$ cat config.mk
export PLATFORM = sky130hd
export DESIGN_NAME = uart_tx_slave
export DESIGN_NICKNAME = d
export VERILOG_FILES = /design/src/rtl/uart_tx_slave.sv
export SDC_FILE = /design/constraint.sdc
export NUM_CORES = 1
export LEC_CHECK = 0
export BUFFER_PORTS_ARGS = -buffer_cell sky130_fd_sc_hd__buf_2
export CAP_MARGIN = 30
export CELL_PAD_IN_SITES_DETAIL_PLACEMENT = 0
export CELL_PAD_IN_SITES_GLOBAL_PLACEMENT = 2
export CORE_MARGIN = 5
export CORE_UTILIZATION = 36
export CTS_CLUSTER_DIAMETER = 40
export DETAILED_ROUTE_END_ITERATION = 7
export HOLD_SLACK_MARGIN = 0.1
export PLACE_DENSITY = 0.86
export SYNTH_ARGS = -nofsm -noshare
export SYNTH_HDL_FRONTEND = slang
export SYNTH_SLANG_ARGS = --single-unit
$ cat constraint.sdc
create_clock -name clk -period 6.94 [get_ports clk]
set_clock_uncertainty 0.1 [all_clocks]
set_input_delay 0.694 -clock clk [delete_from_list [all_inputs] [get_ports clk]]
set_output_delay 0.694 -clock clk [all_outputs]
set_load 0.01 [all_outputs]
$ cat src/rtl/uart_tx_slave.sv
// Bus-slave UART transmitter: CTRL/STATUS/TXDATA/BAUD registers, TX FIFO, 8N1 serializer.
// Bit period is latched per frame, so BAUD writes only affect later frames.
module uart_tx_slave #(
  parameter logic [15:0] CLK_DIV    = 16'd434,
  parameter int unsigned FIFO_DEPTH = 4
) (
  input  logic        clk,
  input  logic        rst,
  input  logic [31:0] addr_i,
  input  logic        we_i,
  input  logic [31:0] wdata_i,
  output logic [31:0] rdata_o,
  output logic        tx_o,
  output logic        irq_o
);

  localparam int unsigned PW = (FIFO_DEPTH > 1) ? $clog2(FIFO_DEPTH) : 1;
  localparam int unsigned CW = PW + 1;

  typedef enum logic [1:0] {IDLE, START, DATA, STOP} state_t;

  state_t        state_q, state_d;
  logic [1:0]    ctrl_q, ctrl_d;
  logic          ovf_q, ovf_d;
  logic [15:0]   baud_q, baud_d;
  logic [PW-1:0] wptr_q, wptr_d, rptr_q, rptr_d;
  logic [CW-1:0] count_q, count_d;
  logic [7:0]    mem_q [FIFO_DEPTH];
  logic [7:0]    shift_q, shift_d;
  logic [15:0]   period_q, period_d;
  logic [15:0]   cnt_q, cnt_d;
  logic [2:0]    bit_q, bit_d;
  logic          tx_q, tx_d;

  logic push, push_ok, pop, full, empty, busy, bit_end;
  logic unused_bits;

  assign full    = (count_q == CW'(FIFO_DEPTH));
  assign empty   = (count_q == '0);
  assign busy    = (state_q != IDLE);
  assign bit_end = (cnt_q == period_q - 16'd1);
  assign unused_bits = ^{addr_i[31:4], addr_i[1:0], wdata_i[31:16]};

  // Register writes and FIFO bookkeeping; a push into a full FIFO survives if the FSM pops on the same edge.
  always_comb begin
    ctrl_d  = ctrl_q;
    ovf_d   = ovf_q;
    baud_d  = baud_q;
    push    = 1'b0;
    if (we_i) begin
      unique case (addr_i[3:2])
        2'd0: ctrl_d = wdata_i[1:0];
        2'd1: if (wdata_i[3]) ovf_d = 1'b0;
        2'd2: push = 1'b1;
        2'd3: baud_d = (wdata_i[15:0] == 16'd0) ? 16'd1 : wdata_i[15:0];
        default: ;
      endcase
    end
    push_ok = push & (~full | pop);
    if (push & full & ~pop) ovf_d = 1'b1;
    wptr_d  = push_ok ? wptr_q + PW'(1) : wptr_q;
    rptr_d  = pop ? rptr_q + PW'(1) : rptr_q;
    unique case ({push_ok, pop})
      2'b10:   count_d = count_q + CW'(1);
      2'b01:   count_d = count_q - CW'(1);
      default: count_d = count_q;
    endcase
  end

  always_comb begin
    state_d  = state_q;
    shift_d  = shift_q;
    period_d = period_q;
    cnt_d    = cnt_q;
    bit_d    = bit_q;
    tx_d     = 1'b1;
    pop      = 1'b0;
    unique case (state_q)
      IDLE: begin
        if (ctrl_q[0] && !empty) begin
          pop      = 1'b1;
          shift_d  = mem_q[rptr_q];
          period_d = baud_q;
          cnt_d    = '0;
          bit_d    = '0;
          state_d  = START;
        end
      end
      START: begin
        tx_d = 1'b0;
        if (bit_end) begin
          cnt_d   = '0;
          state_d = DATA;
        end else cnt_d = cnt_q + 16'd1;
      end
      DATA: begin
        tx_d = shift_q[0];
        if (bit_end) begin
          cnt_d   = '0;
          shift_d = shift_q >> 1;
          bit_d   = bit_q + 3'd1;
          if (bit_q == 3'd7) state_d = STOP;
        end else cnt_d = cnt_q + 16'd1;
      end
      STOP: begin
        if (bit_end) begin
          cnt_d   = '0;
          state_d = IDLE;
        end else cnt_d = cnt_q + 16'd1;
      end
      default: state_d = IDLE;
    endcase
  end

  always_ff @(posedge clk) begin
    if (rst) begin
      state_q  <= IDLE;
      ctrl_q   <= '0;
      ovf_q    <= 1'b0;
      baud_q   <= CLK_DIV;
      wptr_q   <= '0;
      rptr_q   <= '0;
      count_q  <= '0;
      shift_q  <= '0;
      period_q <= CLK_DIV;
      cnt_q    <= '0;
      bit_q    <= '0;
      tx_q     <= 1'b1;
    end else begin
      state_q  <= state_d;
      ctrl_q   <= ctrl_d;
      ovf_q    <= ovf_d;
      baud_q   <= baud_d;
      wptr_q   <= wptr_d;
      rptr_q   <= rptr_d;
      count_q  <= count_d;
      shift_q  <= shift_d;
      period_q <= period_d;
      cnt_q    <= cnt_d;
      bit_q    <= bit_d;
      tx_q     <= tx_d;
    end
  end

  always_ff @(posedge clk) begin
    if (!rst && push_ok) mem_q[wptr_q] <= wdata_i[7:0];
  end

  always_comb begin
    rdata_o = '0;
    unique case (addr_i[3:2])
      2'd0:    rdata_o = {30'd0, ctrl_q};
      2'd1:    rdata_o = {23'd0, 5'(count_q), ovf_q, empty, full, busy};
      2'd3:    rdata_o = {16'd0, baud_q};
      default: rdata_o = '0;
    endcase
  end

  assign tx_o  = tx_q;
  assign irq_o = ctrl_q[1] & empty & ~busy;

endmodule

* Yosys cells after proc, flatten, opt, wreduce, memory -nomap -nowiden
Memory sizes are Yosys's and may differ from the RTL's. A register that Yosys moved wholly into a read port is not among the register bits.
Cells that the tools add are included.
** Word-level totals
- RAM bits :: 32
- Logic and storage cells :: 97
- Flip-flop bits (word level) :: 72
- Memories :: 1
** Cells by class
- Mux-type cells :: 31
- Reductions and logical operators :: 21
- $add $sub $neg :: 7
- Equality and inequality tests :: 16
- Bitwise gates (word level) :: 9
** Memory list
- mem_q :: depth 4, width 8, read ports 1, clocked after Yosys merged registers in 1, write ports 1, RTL line 28 : logic [7:0] mem_q [FIFO_DEPTH];
** Operators by type and width (count)
- 16-bit 2-to-1 mux :: 3
- 16-bit one-hot mux with 3 select lines :: 1
- 16-bit one-hot mux with 2 select lines :: 1
- 16-bit by 1-bit adder with 16-bit output (second input constant) :: 1
- 16-bit equality test :: 1
- 16-bit zero test :: 1
- 8-bit 2-to-1 mux :: 2
- 8-bit one-hot mux with 2 select lines :: 1
- 16-bit by 1-bit subtractor with 16-bit output (second input constant) :: 1
- 2-bit 2-to-1 mux :: 7
- 3-bit one-hot mux with 2 select lines :: 2
- 2-bit nonzero test :: 6
- 2-bit equality test (second input constant) :: 5
- 1-bit 2-to-1 mux :: 10
- 2-bit != test (second input constant) :: 5
- 2-bit one-hot mux with 4 select lines :: 1
- 3-bit by 1-bit adder with 3-bit output (second input constant) :: 2
- 2-bit by 1-bit equality test with 1-bit output (second input constant) :: 3
- 3-bit equality test (second input constant) :: 2
- 3-bit 2-to-1 mux :: 2
- 2-bit AND reduction :: 3
- 3-bit AND reduction :: 2
- 1-bit bitwise AND :: 5
- 5-bit AND reduction :: 1
- other kinds (10) :: 16

* Longest topological paths before layout
Gate-level depths: netlist of run 1.
- Depth after elaboration :: 10
- Gate-level depth with buffers :: 13
- Mapped depth without buffers :: 11

* Worst setup path before layout of run 1
No wires, ideal clock.
- Path type :: register -> register
- Start :: reg period_q[0]
- End :: reg shift_q[0]
- Required time :: 6.712 ns
- Library setup time :: 0.128 ns
- Stages on the path, launching flop included :: 13
- Setup slack :: 3.936 ns
- Clock period less this slack :: 3.004 ns
- Data arrival time :: 2.776 ns
- Path buffers :: 2
- Path through :: dfxtp_1 clkbuf_1 inv_1 ha_1 or4b_2 clkbuf_1 o31ai_1 a32oi_1 a21oi_1 nor4_4 a41oi_4 mux2i_1 nor2_1
** Between the ends
- Word-level cells in the longest chain between the ends :: 4
** Ends and longest elaborated chain
- start: declaration :: RTL line 30 : logic [15:0] period_q, period_d;
- start signal: assignment :: RTL line 138 : period_q <= period_d;
- 16-bit by 1-bit subtractor with 16-bit output :: RTL line 41 : assign bit_end = (cnt_q == period_q - 16'd1);
- 16-bit equality test :: RTL line 41
- 2-bit != test (no source line)
- 3-bit AND reduction (no source line)
- end signal: assignment :: RTL line 137 : shift_q <= shift_d;
- end: declaration :: RTL line 29 : logic [7:0] shift_q, shift_d;
Every way passes these cells.
A chain may end at the register's enable or synchronous reset.

* Worst setup path in the final report of run 1
- Start :: reg state_q[0]
- End :: reg count_q[2]
** Between the ends
- Word-level cells in the longest chain between the ends :: 6
** Ends and longest elaborated chain
- start: declaration :: RTL line 22 : state_t state_q, state_d;
- start signal: assignment :: RTL line 130 : state_q <= state_d;
- 2-bit zero test (*) :: RTL line 78 : unique case (state_q)
- 1-bit 2-to-1 mux (*) :: RTL line 78
- 1-bit bitwise OR :: RTL line 59 : push_ok = push & (~full | pop);
- 1-bit bitwise AND :: RTL line 59
- 2-bit by 1-bit equality test with 1-bit output / 2-bit equality test (equally long branches) :: RTL line 63 : unique case ({push_ok, pop})
- 3-bit one-hot mux with 2 select lines / 2-bit nonzero test (equally long branches)
- end signal: assignment :: RTL line 136 : count_q <= count_d;
- end: declaration :: RTL line 27 : logic [CW-1:0] count_q, count_d;
Mark *: on every way between the ends. The rest lies on a longest branch, timed or not.

==> impl_metrics.csv, run 1 <==
group,metric,value,unit
detailed_routing,routed_wl,11.7,mm
worst_setup_path,r2r-end,"count_q[2]$_SDFFE_PP0P_",
worst_setup_path,r2r-start,"state_q[0]$_SDFFE_PP0P_",
worst_setup_path,r2r_slack,3240,ps
detailed_routing,drt_first_pass_iters,4,
global_routing,antenna_found_initial,0,
synth,async_flop_share,0,%
synth,synth-seq-area-share,46.3,%
synth,ys_ff_latch,106,
die,io_pins,101,
global_routing,grtUsageTotal,14.4,%
die,core,14500,um^2
clocking,cts_tree,"built",
synth,avgSynthCellArea,9.32,um^2
die,dieArea,17200,um^2
synth,synth_edf_count,32,
pwr,vdd_drop_max,0.110,mV
clocking,cts_setup_buffers,0,
detailed_routing,vias_per_cell,5.09,
clocking,cts_max_path_buffers,2,
final_layout,area_delta_synth_final,10.6,%
global_routing,grt_pass1_vias,3832,
clocking,htreeDepth,3,
global_routing,grt_max_degree,49,
sta,max_slew_margin,46.3,%
sta,hold_viol,0,
worst_setup_path,cp-end-kind,"flop",
global_routing,grt_remaining_overflow,0,
status,run_status,"finished clean",
detailed_routing,antenna_left,0,
clocking,cts_resized,0,
final_layout,antenna_cells,0,
detailed_routing,num_vias,3938,
final_layout,num-nets-final,667,
min_path,hold_start,"baud_q[12]$_SDFFE_PP0P_",
sta,setup_viol,0,
clocking,clock_latency,360,ps
detailed_routing,drt_iter0_drc,228,
clocking,cts_inserted_buffers,9,
sta,fmax,0.271,GHz
worst_setup_path,critical_path.max_fanout,20,
clocking,clkTransAtPathRegs,80,ps
sta,slew_violations,0,
sta,tns,0,ps
detailed_routing,top_layer,"met4",
sta,final.min_clock_period,3700,ps
detailed_routing,dr_wl_met2,5.57,mm
synth,synth_cells,566,
clocking,cts-root-buf,"clkbuf_16",
synth,ys_warn_count,0,
pwr,p_leak,2.21,nW
worst_setup_path,r2r_cells,10,
place,numPortBuffers,38,
detailed_routing,drc,0,
worst_setup_path,crit_path_start_kind,"flop",
worst_setup_path,cp.required,7140,ps
min_path,min_path_cells,2,
sta,grt_setup_unrepaired,"false",
pwr,p_total,1.30,mW
worst_setup_path,arrival,3890,ps
pwr,power_density,222,nW/um^2
worst_setup_path,crit_type,"flop to flop",
synth,netlist_area,5280,um^2
die,die_h,131,um
die,die_x,131,um
die,start_util,36.4,%
die,num_rows,44,
final_layout,drive_gt1_share,12.5,%
detailed_routing,wirelength_met1,5.62,mm
clocking,clock_sinks,106,
place,place_hpwl,8.56,mm
min_path,hold_path.class,"flop to flop",
job,drv_cap,0,
synth,synth.distinct_cells,56,
detailed_routing,wl_met3,352,um
min_path,hold_end,"baud_q[12]$_SDFFE_PP0P_",
detailed_routing,routedWlPerCell,15.1,um
sta,final.period_utilization,53.3,%
place,gp_congestion,0.783,
clocking,cts-hold-fix-buffers,0,
sta,tightestPinTransition,795,ps
synth,synth_ff_type,"dfxtp_1",
global_routing,grt_first_pass_wirelength,19.4,mm
==> worst max path at each step <==
stage / from / to / depth (start not counted)
final: state_q[0]$_SDFFE_PP0P_ / count_q[2]$_SDFFE_PP0P_ / 10
after global routing: state_q[1]$_SDFFE_PP0P_ / count_q[2]$_SDFFE_PP0P_ / 10
after CTS: state_q[0]$_SDFFE_PP0P_ / count_q[2]$_SDFFE_PP0P_ / 10
after detailed placement: state_q[0]$_SDFFE_PP0P_ / count_q[2]$_SDFFE_PP0P_ / 10
after global placement: state_q[0]$_SDFFE_PP0P_ / count_q[2]$_SDFFE_PP0P_ / 10
after floorplan: period_q[0]$_SDFFE_PP0P_ / shift_q[0]$_SDFFE_PP0P_ / 12
==> cells in the mapped netlist, types with 4 or more instances <==
master    count  area (um^2)
a21oi_1      33          165
and2_1        8         50.1
and3_1       16          100
buf_1         4         15.0
buf_4        17          128
clkbuf_1     24         90.1
dfxtp_1      74         1480
edfxtp_1     32          961
ha_1         14          175
inv_1        14         52.6
mux2i_1      16          160
mux4_2        8          180
nand2_1     107          402
nand3_1      23          115
nand4_1       8         50.1
nor2_1       49          184
nor2b_1       7         43.8
nor3_1       11         55.1
nor4_1        5         31.3
o21ai_0      10         50.1
or3_1         5         31.3
xnor2_1      16          140
xor2_1       19          166
==> cells by family (layout without fill, tap and decap cells) <==
| family | count (synthesis) | count (layout) | synth area share, % |
|---|---|---|---|
| AO/OA/AOI/OAI | 71 | 71 | 9.04 |
| XOR/XNOR | 36 | 36 | 6.24 |
| adder cells (fa/ha/maj) | 15 | 15 | 3.70 |
| buffers and inverters | 60 | 69 | 5.62 |
| flip-flops | 106 | 106 | 46.3 |
| multiplexers | 24 | 24 | 6.45 |
| other | 1 | 16 | 0.0711 |
| AND/OR/NAND/NOR | 253 | 253 | 22.6 |
==> registers in the layout (all words and copies together), names as in the netlist, 2 cells and up, named ones only <==
signal / cells
ctrl_q: 2
baud_q: 16
rptr_q: 2
state_q: 2
wptr_q: 2
mem_q: 32
bit_q: 3
cnt_q: 16
count_q: 3
shift_q: 8
period_q: 16
==> final cells by class <==
type                       count  area, um^2
sequential                   106        2440
timing repair buffer          39         198
multi-input combinational    415        2590
clock buffer                   9         225
inverter                      14        52.6
clock inverter                 7        93.8
tap                          184         230
fill                        1441        8640
==> report_power, final <==
group          leakage, nW  switching, mW  internal [mW]  total (mW)
sequential           0.887        0.00960          0.650       0.660
combinational         1.17         0.0704         0.0366       0.107
clock                0.154          0.269          0.263       0.532
total                 2.21          0.349          0.949        1.30
==> worst max-delay path, stage by stage (launching register included) <==
cell and delay [ps]:
dfxtp_1 340, inv_1 120, ha_1 360, nand3_1 600, inv_1 730, ha_1 320
inv_1 70, fa_1 370, xor2_1 160, or3_1 310, a21oi_1 130
==> through the flow <==
stage	util [%]	hold slack [ps]	std cells	setup WS (ps)	area [um^2]
floorplan	-	341	581	3940	5330
global placement	38.1	361	758	3300	5520
detailed placement	38.1	364	758	3210	5520
CTS	40.3	377	774	3180	5840
global route	40.3	405	774	2950	5840
finish	40.3	376	774	3240	5840
==> cell usage in the layout, fill, tap and decap left out, types with 2 or more instances in the layout <==
cell and instances:
nand2_1 107, dfxtp_1 74, nor2_1 49, buf_2 38, a21oi_1 33, edfxtp_1 32, nand3_1 23, xor2_1 19
mux2i_1 16, and3_1 16, xnor2_1 16, conb_1 16, inv_1 14, ha_1 14, nor3_1 11, o21ai_0 10
clkbuf_16 9, and2_1 8, nand4_1 8, mux4_2 8, nor2b_1 7, or3_1 5, nor4_1 5, a31oi_1 3
a41oi_1 3, nand3b_1 3, clkinv_8 3, o211ai_1 2, or2_2 2, nor4b_1 2, o31ai_1 2, a32oi_1 2
a32o_1 2, o41ai_1 2, inv_6 2
==> routing by layer <==
layer	up-vias	global-route usage [%]
met4	0	5.08
met2	72	23.5
li1	1977	-
met5	-	0
met1	1878	19.4
met3	11	2.39
Power figures use the tool's default switching activity.
==> inputs of run 2 (changes only) <==
--- a/config.mk
+++ b/config.mk
@@ -10,11 +10,11 @@
 export CELL_PAD_IN_SITES_DETAIL_PLACEMENT = 0
 export CELL_PAD_IN_SITES_GLOBAL_PLACEMENT = 2
 export CORE_MARGIN = 5
-export CORE_UTILIZATION = 36
+export CORE_UTILIZATION = 34
 export CTS_CLUSTER_DIAMETER = 40
 export DETAILED_ROUTE_END_ITERATION = 7
 export HOLD_SLACK_MARGIN = 0.1
-export PLACE_DENSITY = 0.86
+export PLACE_DENSITY = 0.82
 export SYNTH_ARGS = -nofsm -noshare
 export SYNTH_HDL_FRONTEND = slang
 export SYNTH_SLANG_ARGS = --single-unit
==> constraint.sdc (replaced) <==
create_clock -name clk -period 3.5 [get_ports clk]
set_clock_uncertainty 0.1 [all_clocks]
set_input_delay 0.35 -clock clk [delete_from_list [all_inputs] [get_ports clk]]
set_output_delay 0.35 -clock clk [all_outputs]
set_load 0.01 [all_outputs]
==> run 2 against run 1 <==
Compared with the run above:
- setup slack worse by 2900 ps
- critical endpoint is now shift_q[5]$_SDFFE_PP0P_
- via count up 0.76%
- global-route usage down 0.88 points
- highest routed layer unchanged
- wire length up 0.26%
- clock power up 88%
- critical path type unchanged
- largest power group unchanged
==> impl_metrics.csv, run 2 (synthesized netlist as in run 1, its figures left out) <==
group,metric,value,unit
status,run_status,"finished clean",
clocking,cts_inserted_buffers,9,
detailed_routing,routedWlPerCell,14.9,um
final_layout,largest-register,"mem_q",
place,place_hpwl,8.68,mm
sta,setup_viol,0,
final_layout,largest_reg_flops,32,
sta,tns,0,ps
place,dp.cells,770,
worst_setup_path,critical_path.max_fanout,9,
worst_setup_path,crit_path_start_kind,"flop",
global_routing,grt_first_pass_wirelength,19.7,mm
die,io_pins,101,
final_layout,drive_gt1_share,13.7,%
sta,final.min_clock_period,3190,ps
final_layout,layout_common_cells,"nand2_1 (107), dfxtp_1 (74), nor2_1 (49), buf_2 (38), a21oi_1 (33)",
global_routing,grt_remaining_overflow,0,
sta,tightestPinTransition,858,ps
clocking,cts_resized,0,
detailed_routing,drt_iter0_drc,181,
detailed_routing,routed_wl,11.7,mm
clocking,cts-hold-fix-buffers,0,
worst_setup_path,cp.required,3620,ps
detailed_routing,drt_first_pass_iters,4,
final_layout,area_delta_synth_final,11.3,%
worst_setup_path,cp_cell_sequence,"inv_1 -> ha_1 -> or4b_2 -> o31ai_1 -> a32oi_1 -> a21oi_1 -> nor4_4 -> a41oi_4 -> mux2i_1 -> nor2_1",
min_path,hold_path.class,"input pin to flop",
clocking,cts_tree,"built",
pwr,power_density,431,nW/um^2
place,gp_congestion,0.763,
worst_setup_path,r2r_slack,310,ps
worst_setup_path,r2r_cells,10,
die,die_h,135,um
min_path,hold_end,"baud_q[8]$_SDFFE_PP1P_",
sta,holdWs,135,ps
final_layout,final_common_cell,"nand2_1",
clocking,htreeDepth,3,
worst_setup_path,r2r-end,"shift_q[5]$_SDFFE_PP0P_",
die,start_util,34.7,%
clocking,clkTransAtPathRegs,80,ps
die,dieArea,18100,um^2
clocking,clock_latency,350,ps
detailed_routing,num_vias,3968,
global_routing,grtUsageTotal,13.5,%
die,die_x,135,um
place,numPortBuffers,38,
worst_setup_path,crit_type,"flop to flop",
sta,fmax,0.313,GHz
global_routing,grt_max_degree,49,
detailed_routing,drc,0,
detailed_routing,vias_per_cell,5.05,
global_routing,antenna_found_initial,0,
sta,grt_setup_unrepaired,"false",
clocking,cts_max_path_buffers,2,
worst_setup_path,r2r-start,"period_q[1]$_SDFFE_PP1P_",
global_routing,grt_pass1_vias,3835,
die,core,15200,um^2
clocking,cts_setup_buffers,0,
pwr,p_leak,2.24,nW
clocking,cts-root-buf,"clkbuf_16",
die,num_rows,45,
worst_setup_path,cp-end-kind,"flop",
min_path,min_path_cells,3,
pwr,vdd_drop_max,0.196,mV
sta,slew_violations,0,
final_layout,num-nets-final,675,
sta,max_slew_margin,42.3,%
worst_setup_path,slowest_stage,"or4b_2",
sta,hold_viol,0,
detailed_routing,antenna_left,0,
worst_setup_path,arrival,3320,ps
final_layout,antenna_cells,0,
clocking,clock_sinks,106,
final_layout,stdcell_count,786,
sta,final.period_utilization,91.3,%
job,drv_cap,0,
worst_setup_path,crit_path_max_incr_delay,730,ps
min_path,hold_start,"wdata_i[8]",
[run 2: how the worst max path moves through the flow]
stage                               to                     start  slack (ps)
6_report       shift_q[5]$_SDFFE_PP0P_  period_q[1]$_SDFFE_PP1P_         310
5_1_grt        shift_q[3]$_SDFFE_PP0P_  period_q[1]$_SDFFE_PP1P_          80
4_1_cts        shift_q[5]$_SDFFE_PP0P_  period_q[1]$_SDFFE_PP1P_         280
3_5_place_dp   shift_q[5]$_SDFFE_PP0P_  period_q[1]$_SDFFE_PP1P_         290
3_3_place_gp   shift_q[3]$_SDFFE_PP0P_  period_q[1]$_SDFFE_PP1P_         310
2_1_floorplan  shift_q[0]$_SDFFE_PP0P_  period_q[0]$_SDFFE_PP0P_         500
[run 2: layer usage]
layer	global-route usage, %	wire (um)
met5	0	0
met4	5.20	204
met3	2.57	414
met2	20.9	5450
met1	18.8	5680
[run 2: critical path, delay by kind of cell (launching register included)]
| kind | cells | cell delay (ps) |
|---|---|---|
| flops | 1 | 350 |
| fa+ha+maj | 1 | 240 |
| mux | 1 | 230 |
| buf+inv | 1 | 90 |
| simple gates | 3 | 900 |
| compound gates | 4 | 1140 |
[run 2: area by class of cell]
cell class,count,area (um^2)
clock inverter,7,66.3
tap,188,235
fill,1531,9330
sequential,106,2440
timing repair buffer,47,258
inverter,14,52.6
multi-input combinational,415,2590
clock buffer,9,225
[run 2: where the power goes]
part	switching, mW	internal [mW]
clock	0.500	0.504
combinational	0.142	0.0775
sequential	0.0186	1.29
total	0.660	1.87
[run 2: stage by stage]
stage / utilization [%] / total power [mW] / area, um^2 / worst slack, ps
floorplan: - / 1.50 / 5330 / 496
global placement: 36.7 / 1.55 / 5580 / 306
detailed placement: 36.7 / 1.56 / 5580 / 291
CTS: 38.6 / 2.56 / 5870 / 276
global route: 38.6 / 2.64 / 5870 / 83.0
finish: 38.6 / 2.53 / 5870 / 305
==> inputs of run 3 (changes only) <==
--- a/config.mk
+++ b/config.mk
@@ -5,7 +5,7 @@
 export SDC_FILE = /design/constraint.sdc
 export NUM_CORES = 1
 export LEC_CHECK = 0
-export BUFFER_PORTS_ARGS = -buffer_cell sky130_fd_sc_hd__buf_2
+export BUFFER_PORTS_ARGS = -buffer_cell sky130_fd_sc_hd__buf_4
 export CAP_MARGIN = 30
 export CELL_PAD_IN_SITES_DETAIL_PLACEMENT = 0
 export CELL_PAD_IN_SITES_GLOBAL_PLACEMENT = 2
@@ -18,3 +18,4 @@
 export SYNTH_ARGS = -nofsm -noshare
 export SYNTH_HDL_FRONTEND = slang
 export SYNTH_SLANG_ARGS = --single-unit
+export TNS_END_PERCENT = 1
==> run 3 against run 2 <==
Compared with the run above:
- sequential power about the same
- die area unchanged
- total power increased by 2.5%
- final area increased by 1.8%
==> impl_metrics.csv, run 3 (synthesized netlist as in run 1, its figures left out) <==
group,metric,value,unit
place,numPortBuffers,38,
sta,setup_viol,0,
global_routing,grtUsageTotal,13.9,%
detailed_routing,routed_wl,11.9,mm
final_layout,num-nets-final,674,
sta,fmax,0.306,GHz
global_routing,grt_max_degree,49,
detailed_routing,antenna_left,0,
pwr,p_total,2.59,mW
place,place_hpwl,8.79,mm
sta,final.period_utilization,93.3,%
detailed_routing,vias_per_cell,5.05,
die,num_rows,45,
place,post_dp_cell_area,5670,um^2
status,run_status,"finished clean",
global_routing,grt_remaining_overflow,0,
clocking,htreeDepth,3,
worst_setup_path,arrival,3390,ps
clocking,cts_tree,"built",
min_path,hold_path.class,"input pin to flop",
global_routing,antenna_found_initial,0,
die,core,15200,um^2
pwr,power_switching,0.646,mW
detailed_routing,drt_first_pass_iters,4,
die,start_util,34.7,%
die,die_h,135,um
place,dp.cells,769,
sta,max_slew_margin,50.1,%
final_layout,finish.utilization,39.3,%
sta,grt_setup_unrepaired,"false",
place,gp_congestion,0.757,
clocking,cts_max_path_buffers,2,
final_layout,largest-register,"mem_q",
worst_setup_path,crit_type,"flop to flop",
worst_setup_path,cp.required,3630,ps
sta,tightestPinTransition,742,ps
sta,slew_violations,0,
clocking,clkTransAtPathRegs,70,ps
die,io_pins,101,
clocking,cts_inserted_buffers,9,
worst_setup_path,cp-end-kind,"flop",
clocking,clock_sinks,106,
worst_setup_path,critical_path.max_fanout,9,
job,drv_cap,0,
pwr,netSwitchingFraction,24.9,%
worst_setup_path,crit_path_start_kind,"flop",
die,die_x,135,um
final_layout,largest_reg_flops,32,
final_layout,final_common_cell,"nand2_1",
pwr,intPower,1.95,mW
clocking,cts_resized,0,
pwr,combPwrFrac,8.8,%
pwr,power_density,434,nW/um^2
die,dieArea,18100,um^2
clocking,cts-root-buf,"clkbuf_16",
sta,tns,0,ps
final_layout,layout_common_cells,"nand2_1 (107), dfxtp_1 (74), nor2_1 (49), buf_4 (46), a21oi_1 (33)",
pwr,p_clk_share,40.7,%
clocking,clock_latency,360,ps
final_layout,antenna_cells,0,
sta,final.min_clock_period,3270,ps
final_layout,area_delta_synth_final,13.3,%
final_layout,fin_area,5980,um^2
final_layout,stdcell_count,785,
clocking,cts-hold-fix-buffers,0,
clocking,cts_setup_buffers,0,
sta,holdWs,116,ps
final_layout,fill_cells,1511,
min_path,min_path_cells,3,
sta,hold_viol,0,
pwr,pwr-share-seq,50.4,%
pwr,vdd_drop_max,0.213,mV
place,place_worst_setup_slack,230,ps
detailed_routing,drt_iter0_drc,269,
pwr,p_leak,2.26,nW
global_routing,grt_pass1_vias,3948,
global_routing,grt_first_pass_wirelength,20.1,mm
detailed_routing,drc,0,
detailed_routing,routedWlPerCell,15.2,um
final_layout,drive_gt1_share,13.6,%
sta,fin_ws,234,ps
detailed_routing,num_vias,3964,
worst_setup_path,r2r_cells,10,
-- run 3: power by group through the flow --
stage	clock network, mW	logic, mW	registers [mW]
detailed placement	0	0.230	1.34
floorplan	0	0.166	1.33
global placement	0	0.227	1.34
global route	1.15	0.257	1.31
CTS	1.09	0.231	1.31
finish	1.06	0.229	1.31
-- run 3: final timing paths --
check / start / to / slack [ps]
max reg2reg: period_q[1]$_SDFFE_PP1P_ / shift_q[0]$_SDFFE_PP0P_ / 230
max: period_q[1]$_SDFFE_PP1P_ / shift_q[0]$_SDFFE_PP0P_ / 230
min: wdata_i[8] / baud_q[8]$_SDFFE_PP1P_ / 120
min reg2reg: period_q[15]$_SDFFE_PP0P_ / period_q[15]$_SDFFE_PP0P_ / 370
-- run 3: layer usage --
layer	share of wire (%)	up-vias	global-route usage, %
li1	-	1989	-
met1	48	1899	18.7
met2	47	61	22.0
met3	3.8	15	3.13
met4	1.9	0	4.81
met5	0	-	0
-- run 3: critical path, cell delays in order (launching register included) --
cell and delay [ps]:
dfxtp_1 350, inv_1 100, ha_1 230, or4b_2 740
o31ai_1 310, a32oi_1 140, a21oi_1 280, nor4_4 120
a41oi_4 460, mux2i_1 250, nor2_1 60
-- run 3: cell type report --
type | count | area [um^2] | share of cell area (%)
clock inverter | 7 | 83.8 | 1.40
sequential | 106 | 2440 | 40.9
multi-input combinational | 415 | 2590 | 43.4
timing repair buffer | 46 | 345 | 5.78
inverter | 14 | 52.6 | 0.879
tap | 188 | 235 | 3.93
clock buffer | 9 | 225 | 3.77
